File: src/rtl/img_pkg.sv
// Shared types and default widths for the image RAM writer path.
package img_pkg;
   typedef enum logic {IDLE, LOAD} state_t;

   localparam int IMG_ADDR_W = 14;
   localparam int IMG_DATA_W = 8;
   localparam logic [7:0] IMG_SYNC = 8'hAA;
endpackage

File: src/rtl/byte_timeout.sv
// Idle-gap counter: clr restarts it, en counts; expired is a combinational strobe on the
// TimeoutCycles-th consecutive enabled cycle. The count saturates and never wraps.
module byte_timeout #(
   parameter int TimeoutCycles = 12000000
) (
   input  logic clk,
   input  logic rst,
   input  logic clr,
   input  logic en,
   output logic expired
);
   localparam int CW = (TimeoutCycles > 1) ? $clog2(TimeoutCycles) : 1;
   localparam logic [CW-1:0] LAST = CW'(TimeoutCycles - 1);

   logic [CW-1:0] count;

   assign expired = en && (count == LAST);

   always_ff @(posedge clk or posedge rst) begin
      if (rst) begin
         count <= '0;
      end else if (clr) begin
         count <= '0;
      end else if (en && count != LAST) begin
         count <= count + CW'(1);
      end
   end
endmodule

File: src/rtl/img_ram_loader.sv
// Fills the image RAM from a sync-prefixed UART byte stream; each write reaches the port 1 clk after rx_valid.
// No backpressure: a write steals the port from the VGA read address for that cycle only.
module img_ram_loader
   import img_pkg::*;
#(
   parameter int                    AddressWidth  = IMG_ADDR_W,
   parameter int                    DataWidth     = IMG_DATA_W,
   parameter int                    FramePixels   = 16384,
   parameter logic [DataWidth-1:0]  SyncByte      = IMG_SYNC,
   parameter int                    TimeoutCycles = 12000000
) (
   input  logic                    clk,
   input  logic                    rst,
   input  logic [DataWidth-1:0]    rx_data,
   input  logic                    rx_valid,
   input  logic [AddressWidth-1:0] rd_addr,
   output logic                    ram_rw,
   output logic [AddressWidth-1:0] ram_addr,
   output logic [DataWidth-1:0]    ram_data,
   output logic                    loading,
   output logic                    frame_done,
   output logic                    error
);
   localparam logic [AddressWidth-1:0] LAST_PTR = AddressWidth'(FramePixels - 1);

   state_t                  state;
   logic [AddressWidth-1:0] wr_ptr;
   logic                    sync_seen;
   logic                    to_clr;
   logic                    to_en;
   logic                    to_expired;

   assign sync_seen = (state == IDLE) && rx_valid && (rx_data == SyncByte);
   assign to_clr    = sync_seen || ((state == LOAD) && rx_valid);
   assign to_en     = (state == LOAD) && !rx_valid;

   byte_timeout #(
      .TimeoutCycles(TimeoutCycles)
   ) u_timeout (
      .clk    (clk),
      .rst    (rst),
      .clr    (to_clr),
      .en     (to_en),
      .expired(to_expired)
   );

   always_ff @(posedge clk or posedge rst) begin
      if (rst) begin
         state      <= IDLE;
         wr_ptr     <= '0;
         ram_rw     <= 1'b1;
         ram_addr   <= '0;
         ram_data   <= '0;
         loading    <= 1'b0;
         frame_done <= 1'b0;
         error      <= 1'b0;
      end else begin
         // Port belongs to the VGA reader unless a byte is being written this cycle.
         ram_rw     <= 1'b1;
         ram_addr   <= rd_addr;
         frame_done <= 1'b0;
         case (state)
            IDLE: begin
               if (sync_seen) begin
                  state   <= LOAD;
                  wr_ptr  <= '0;
                  error   <= 1'b0;
                  loading <= 1'b1;
               end
            end
            LOAD: begin
               if (rx_valid) begin
                  ram_rw   <= 1'b0;
                  ram_addr <= wr_ptr;
                  ram_data <= rx_data;
                  if (wr_ptr == LAST_PTR) begin
                     frame_done <= 1'b1;
                     loading    <= 1'b0;
                     wr_ptr     <= '0;
                     state      <= IDLE;
                  end else begin
                     wr_ptr <= wr_ptr + AddressWidth'(1);
                  end
               end else if (to_expired) begin
                  error   <= 1'b1;
                  loading <= 1'b0;
                  wr_ptr  <= '0;
                  state   <= IDLE;
               end
            end
            default: state <= IDLE;
         endcase
      end
   end
endmodule

File: config.mk
export PLATFORM = sky130hd
export DESIGN_NAME = img_ram_loader
export DESIGN_NICKNAME = d
export VERILOG_FILES = /design/src/rtl/img_pkg.sv /design/src/rtl/byte_timeout.sv /design/src/rtl/img_ram_loader.sv
export SDC_FILE = /design/constraint.sdc
export NUM_CORES = 1
export LEC_CHECK = 0
export ABC_AREA = 1
export CAP_MARGIN = 20
export CELL_PAD_IN_SITES_DETAIL_PLACEMENT = 0
export CELL_PAD_IN_SITES_GLOBAL_PLACEMENT = 1
export CORE_MARGIN = 2
export CORE_UTILIZATION = 39
export CTS_CLUSTER_SIZE = 24
export DETAILED_ROUTE_END_ITERATION = 10
export GPL_ROUTABILITY_DRIVEN = 0
export PLACE_DENSITY = 0.8
export SYNTH_ARGS = -nofsm -noshare
export SYNTH_HDL_FRONTEND = slang
export SYNTH_SLANG_ARGS = --single-unit
File: constraint.sdc
create_clock -name clk -period 2.5 [get_ports clk]
set_input_delay 0.375 -clock clk [delete_from_list [all_inputs] [get_ports clk]]
set_output_delay 0.375 -clock clk [all_outputs]
set_load 0.03 [all_outputs]
# [Word level (Yosys, flattened, before mapping)]
# Cells that the tools add are included.
[word_totals] register_bits=65 input_bits=25 out_inout_bits=26 wordCells=62
[classes] add_sub_neg=2 eq_ne=9 n_mux=28 bitwise_logic=1 n_reduce_logical=13
[ops] cell="14-bit two-way mux" n=6
[ops] cell="24-bit two-way mux" n=2
[ops] cell="14-bit case mux with 2 select lines" n=1
[ops] cell="24-bit by 1-bit adder with 24-bit output (second input constant)" n=1
[ops] cell="24-bit equality test (second input constant)" n=1
[ops] cell="24-bit != test (second input constant)" n=1
[ops] cell="1-bit two-way mux" n=16
[ops] cell="14-bit by 1-bit adder with 14-bit output (second input constant)" n=1
[ops] cell="14-bit equality test (second input constant)" n=1
[ops] cell="8-bit equality test (second input constant)" n=1
[ops] cell="1-bit logical AND" n=6
[ops] cell="3-bit by 2-bit != test with 1-bit output (second input constant)" n=2
[ops] cell="1-bit case mux with 2 select lines" n=3
[ops] cell="3-bit AND reduction" n=2
[ops] cell="2-bit != test (second input constant)" n=2
[ops] cell="2-bit AND reduction" n=2
[ops] cell="2-bit by 1-bit != test with 1-bit output (second input constant)" n=1
[ops] cell="2-bit nonzero test" n=1
[ops] cell="1-bit logical NOT" n=1
[ops] cell="1-bit logical OR" n=1
[ops] cell="1-bit inverter" n=1

# [Longest topological paths before layout]
[depth] ltp_word=6 ltp_mapped=11 depth_no_buf=10

# [Cells and area by module]
# Synthesis repeated with hierarchy kept, for this count alone.
[unflattened] hier_cells=508 area_unflattened_um2=3776.1
[modules_own_cells] mod="img_ram_loader" n_inst=1 cells_per_inst=245 area_per_inst_um2=2095.8 seq_area_each_um2=1027.2
[modules_own_cells] mod="byte_timeout" n_inst=1 cells_per_inst=263 area_per_inst_um2=1680.4 seq_area_each_um2=600.6

# [Worst setup path before layout]
# Ideal clock, no wire load.
[synth_timing] path_kind="flip-flop to flip-flop" startpoint="reg u_timeout.count[0]" endpoint="reg wr_ptr[6]" setup_ps=135 t_arrival_ps=1545 required_time_ps=2365 slack_ps=820 path_stages_with_launch=10 path_buffers=1 synth_period_minus_slack_ps=1680 cell_sequence="dfrtp_1 > ha_1 > nand3_2 > nor2_4 > nand3_2 > nand2_4 > nand2_2 > buf_2 > nand2_1 > o21ai_0"
[synth_via] elab_chain_len=4
[synth_rtl] item="from (decl)" line="byte_timeout.sv:15" rtl="logic [CW-1:0] count;"
[synth_rtl] item="from (signal assigned)" line="byte_timeout.sv:25" rtl="count <= count + CW'(1);"
[synth_rtl] item="24-bit equality test" line="byte_timeout.sv:17" rtl="assign expired = en && (count == LAST);"
[synth_rtl] item="1-bit logical AND" line="byte_timeout.sv:17"
[synth_rtl] item="3-bit by 2-bit != test with 1-bit output (no line)"
[synth_rtl] item="2-bit AND reduction (no line)"
[synth_rtl] item="to (signal assigned)" line="img_ram_loader.sv:82" rtl="wr_ptr <= wr_ptr + AddressWidth'(1);"
[synth_rtl] item="to (decl)" line="img_ram_loader.sv:27" rtl="logic [AddressWidth-1:0] wr_ptr;"
# Every way passes these cells.
# A chain may end at the register's enable or synchronous reset.

# [Worst setup path after layout]
[layout_timing] startpoint="reg u_timeout.count[0]" endpoint="reg u_timeout.count[16]"
[layout_via] elab_chain_len=3 elab_cells_between_ends=6 classes_between="add/sub: 1; eq/ne: 1; mux: 2; reduce/logical: 2"
[layout_rtl] item="24-bit by 1-bit adder with 24-bit output or 24-bit != test (tied branches)" line="byte_timeout.sv:25, byte_timeout.sv:24"
[layout_rtl] item="24-bit two-way mux or 1-bit logical AND (tied branches)" line="byte_timeout.sv:24" rtl="end else if (en && count != LAST) begin"
[layout_rtl] item="24-bit two-way mux or 2-bit nonzero test (tied branches)"
# Parallel ways exist; a longest one is shown, timed or not. The select of a mux whose other input is x is not followed.

==> impl_metrics.yaml <==
clocking:
  htree_levels: 3
  holdBufCountCts: 0
  clkTransAtPathRegs_ns: 0.07
  cts_resized: 0
  cts_made_buffers: 9
  cts_root_buf: "clkbuf_8"
  cts_max_path_buffers: 2
  cts.sinks: 65
  cts_setup_buffers: 0
  clk_latency_ns: 0.33
  cts_tree: "yes"
floorplanning:
  io_pins: 51
  start_util_pct: 40.74
  std_cell_rows: 34
  die_w_um: 99.91
  die_h_um: 99.91
  core_area_mm2: 0.008806
  die_area_mm2: 0.009981
timing:
  timing.final.crit_share_pct: 82.53
  min_period_ns: 2.063
  slew_headroom_pct: 66.24
  worst_pin_slew_ns: 0.5026
  clock_skew_ns: 0.01092
  slew_viol_final: 0
  rsz0062_at_grt: "false"
  fmax_mhz: 484.7
  tns_ns: 0
  setup_viol: 0
  hold_ws_ns: 0.4308
  finalHoldViolCount: 0
routing:
  drtPass1Iterations: 4
  vias_per_cell: 4.976
  num_vias: 3299
  drcViolationCount: 0
  wl_per_cell_um: 13.50
  drt_iter0_drc: 203
  drt_wl_total_mm: 8.951
  ant_nets: 0
logic_synthesis:
  postSynthAreaPerCell_um2: 7.203
  yosysSeqAreaShare_pct: 45.38
  synth_top_family_by_area: "simple AND/OR/NAND/NOR gates"
  yosysWarnings: 0
  ys_ff_latch: 65
  async_flop_share_pct: 100.0
  synthAdderAreaFrac_pct: 0.6976
  synth_xor_area_share_pct: 2.930
  yosysUniqueCellTypes: 31
  synth_compound_area_share_pct: 4.465
  synth_edf_count: 0
  synthMuxAreaShare_pct: 0
  netlist_area_mm2: 0.003587
  synth-simple-area-share_pct: 39.59
  syn_nets: 525
  syn_inst: 498
  synth_flop_cell: "dfrtp_1"
critical_path:
  crit_path_start: "u_timeout.count[0]"
  critPathKind: "reg -> reg"
  cp.required_ns: 2.77
  end_kind: "register"
  cp_data_arrival_time_ns: 2.33
  crit_fanout: 23
  rr_startpoint: "u_timeout.count[0]"
  cp-start-kind: "register"
global_routing:
  grt_pass1_wl_mm: 15.22
  grt_pass1_vias: 3183
  antenna_found_initial: 0
  grt_overflow: 0
  grt_max_degree: 66
  grtUsageTotal_pct: 18.98
finish:
  antennaDiodeCount: 0
  fin_nets: 578
  seqCellArea_mm2: 0.001628
  final.fill_count: 881
  fin_area_mm2: 0.004405
  layout-drive-gt1-share_pct: 6.847
  area_growth_pct: 22.81
  fin_cells: 663
  multi_input_area_mm2: 0.001710
power:
  peakVddDrop_v: 0.0002311
  power.density_mw_per_mm2: 674.4
  power_uw: 2971
  leakage_uw: 0.002120
min_path:
  hold_path.class: "in -> async"
placement:
  portBuffers: 50
  dp_hpwl_mm: 6.352
  dp_cells: 648
  place_area_mm2: 0.004198
run:
  maxCapViolCount: 0
outcome:
  outcome: "finished clean"
-- worst max-delay path: stages, from the launching register on --
cell and delay [ns]:
dfrtp_1 0.46, ha_1 0.37, nand3_2 0.18, nor2_4 0.20, nand3_2 0.13, nand2_4 0.12
nand2_4 0.09, clkinv_2 0.28, nand2_1 0.08, nand2_1 0.08
-- cells in the mapped netlist (all sizes together), types with 2 or more instances --
cell type	instances	area, um2
ha	2	25.02
nand4	23	143.9
buf	7	48.79
o21bai	2	15.01
xnor2	2	17.52
nor3	2	10.01
clkbuf	5	18.77
nand2	205	789.5
or2	2	12.51
nor2	57	244.0
inv	47	176.4
nand3b	2	15.01
xor2	10	87.58
dfrtp	64	1602
o21ai	25	125.1
nand3	38	205.2
-- report_power, final --
group | internal [uW] | switching [uW] | total [uW]
combinational | 289 | 443 | 732
clock | 553 | 409 | 962
sequential | 1180 | 96.3 | 1280
total | 2020 | 948 | 2970
-- kinds of logic (layout without fill, tap and decap cells) --
family	after synthesis	count (layout)
and+or+nand+nor	329	329
DFF	65	65
buffers and inverters	60	117
AOI/OAI and AO/OA	30	30
xor gates and xnor gates	12	12
adders and majority gates	2	2
-- flip-flops by register name, summed over array words and instances (netlist names) --
| signal | flops |
|---|---|
| error | 1 |
| frame_done | 1 |
| loading | 1 |
| ram_addr | 14 |
| ram_data | 8 |
| ram_rw | 1 |
| state | 1 |
| u_timeout.count | 24 |
| wr_ptr | 14 |
-- metrics by stage --
| step | util (%) | setup WS, ns |
|---|---|---|
| global route | 50.03 | 0.2166 |
| finish | 50.03 | 0.4368 |
| floorplan | - | 0.5002 |
| CTS | 50.03 | 0.4076 |
| global placement | 47.67 | 0.2414 |
| detailed placement | 47.67 | 0.2092 |
-- layout make-up --
cell class | count | area share, %
clock buffer | 9 | 2.812
clock inverter | 6 | 1.903
inverter | 48 | 4.118
multi-input combinational | 373 | 38.82
sequential | 65 | 36.95
tap | 108 | 3.067
timing repair buffer | 54 | 12.33
-- cell usage in the layout (no fill, tap or decap), drive strengths merged --
cell type,netlist,routed
clkbuf,5,9
clkinv,1,5
o21a,1,1
dfrtp,64,64
nand3,38,38
xnor2,2,2
a21oi,1,1
bufinv,0,2
nand4,23,23
or2,2,2
xor2,10,10
nand3b,2,2
o21ai,25,25
nor2,57,57
o31ai,1,1
clkdlybuf4s50,0,50
nand2,205,205
o21bai,2,2
buf,7,4
ha,2,2
inv,47,47
dfstp,1,1
nor3,2,2
-- path summary, 6_finish.rpt --
path / endpoint / depth (start not counted) / slack (ns)
max: u_timeout.count[16] / 9 / 0.44
min: u_timeout.count[14] / 3 / 0.43
max reg2reg: u_timeout.count[16] / 9 / 0.44
min reg2reg: loading / 2 / 0.49
max in group asynchronous: ram_rw / 3 / 1.74
min in group clk: loading / 2 / 0.49
-- routing by layer --
metal	wire length (um)	global-route usage [%]	vias to the layer above
li1	-	-	1681
met4	70	5.374	0
met3	326	3.621	6
met1	4607	28.20	1561
met5	0	0	-
met2	3947	28.33	51
(Power assumes the default switching activity.)
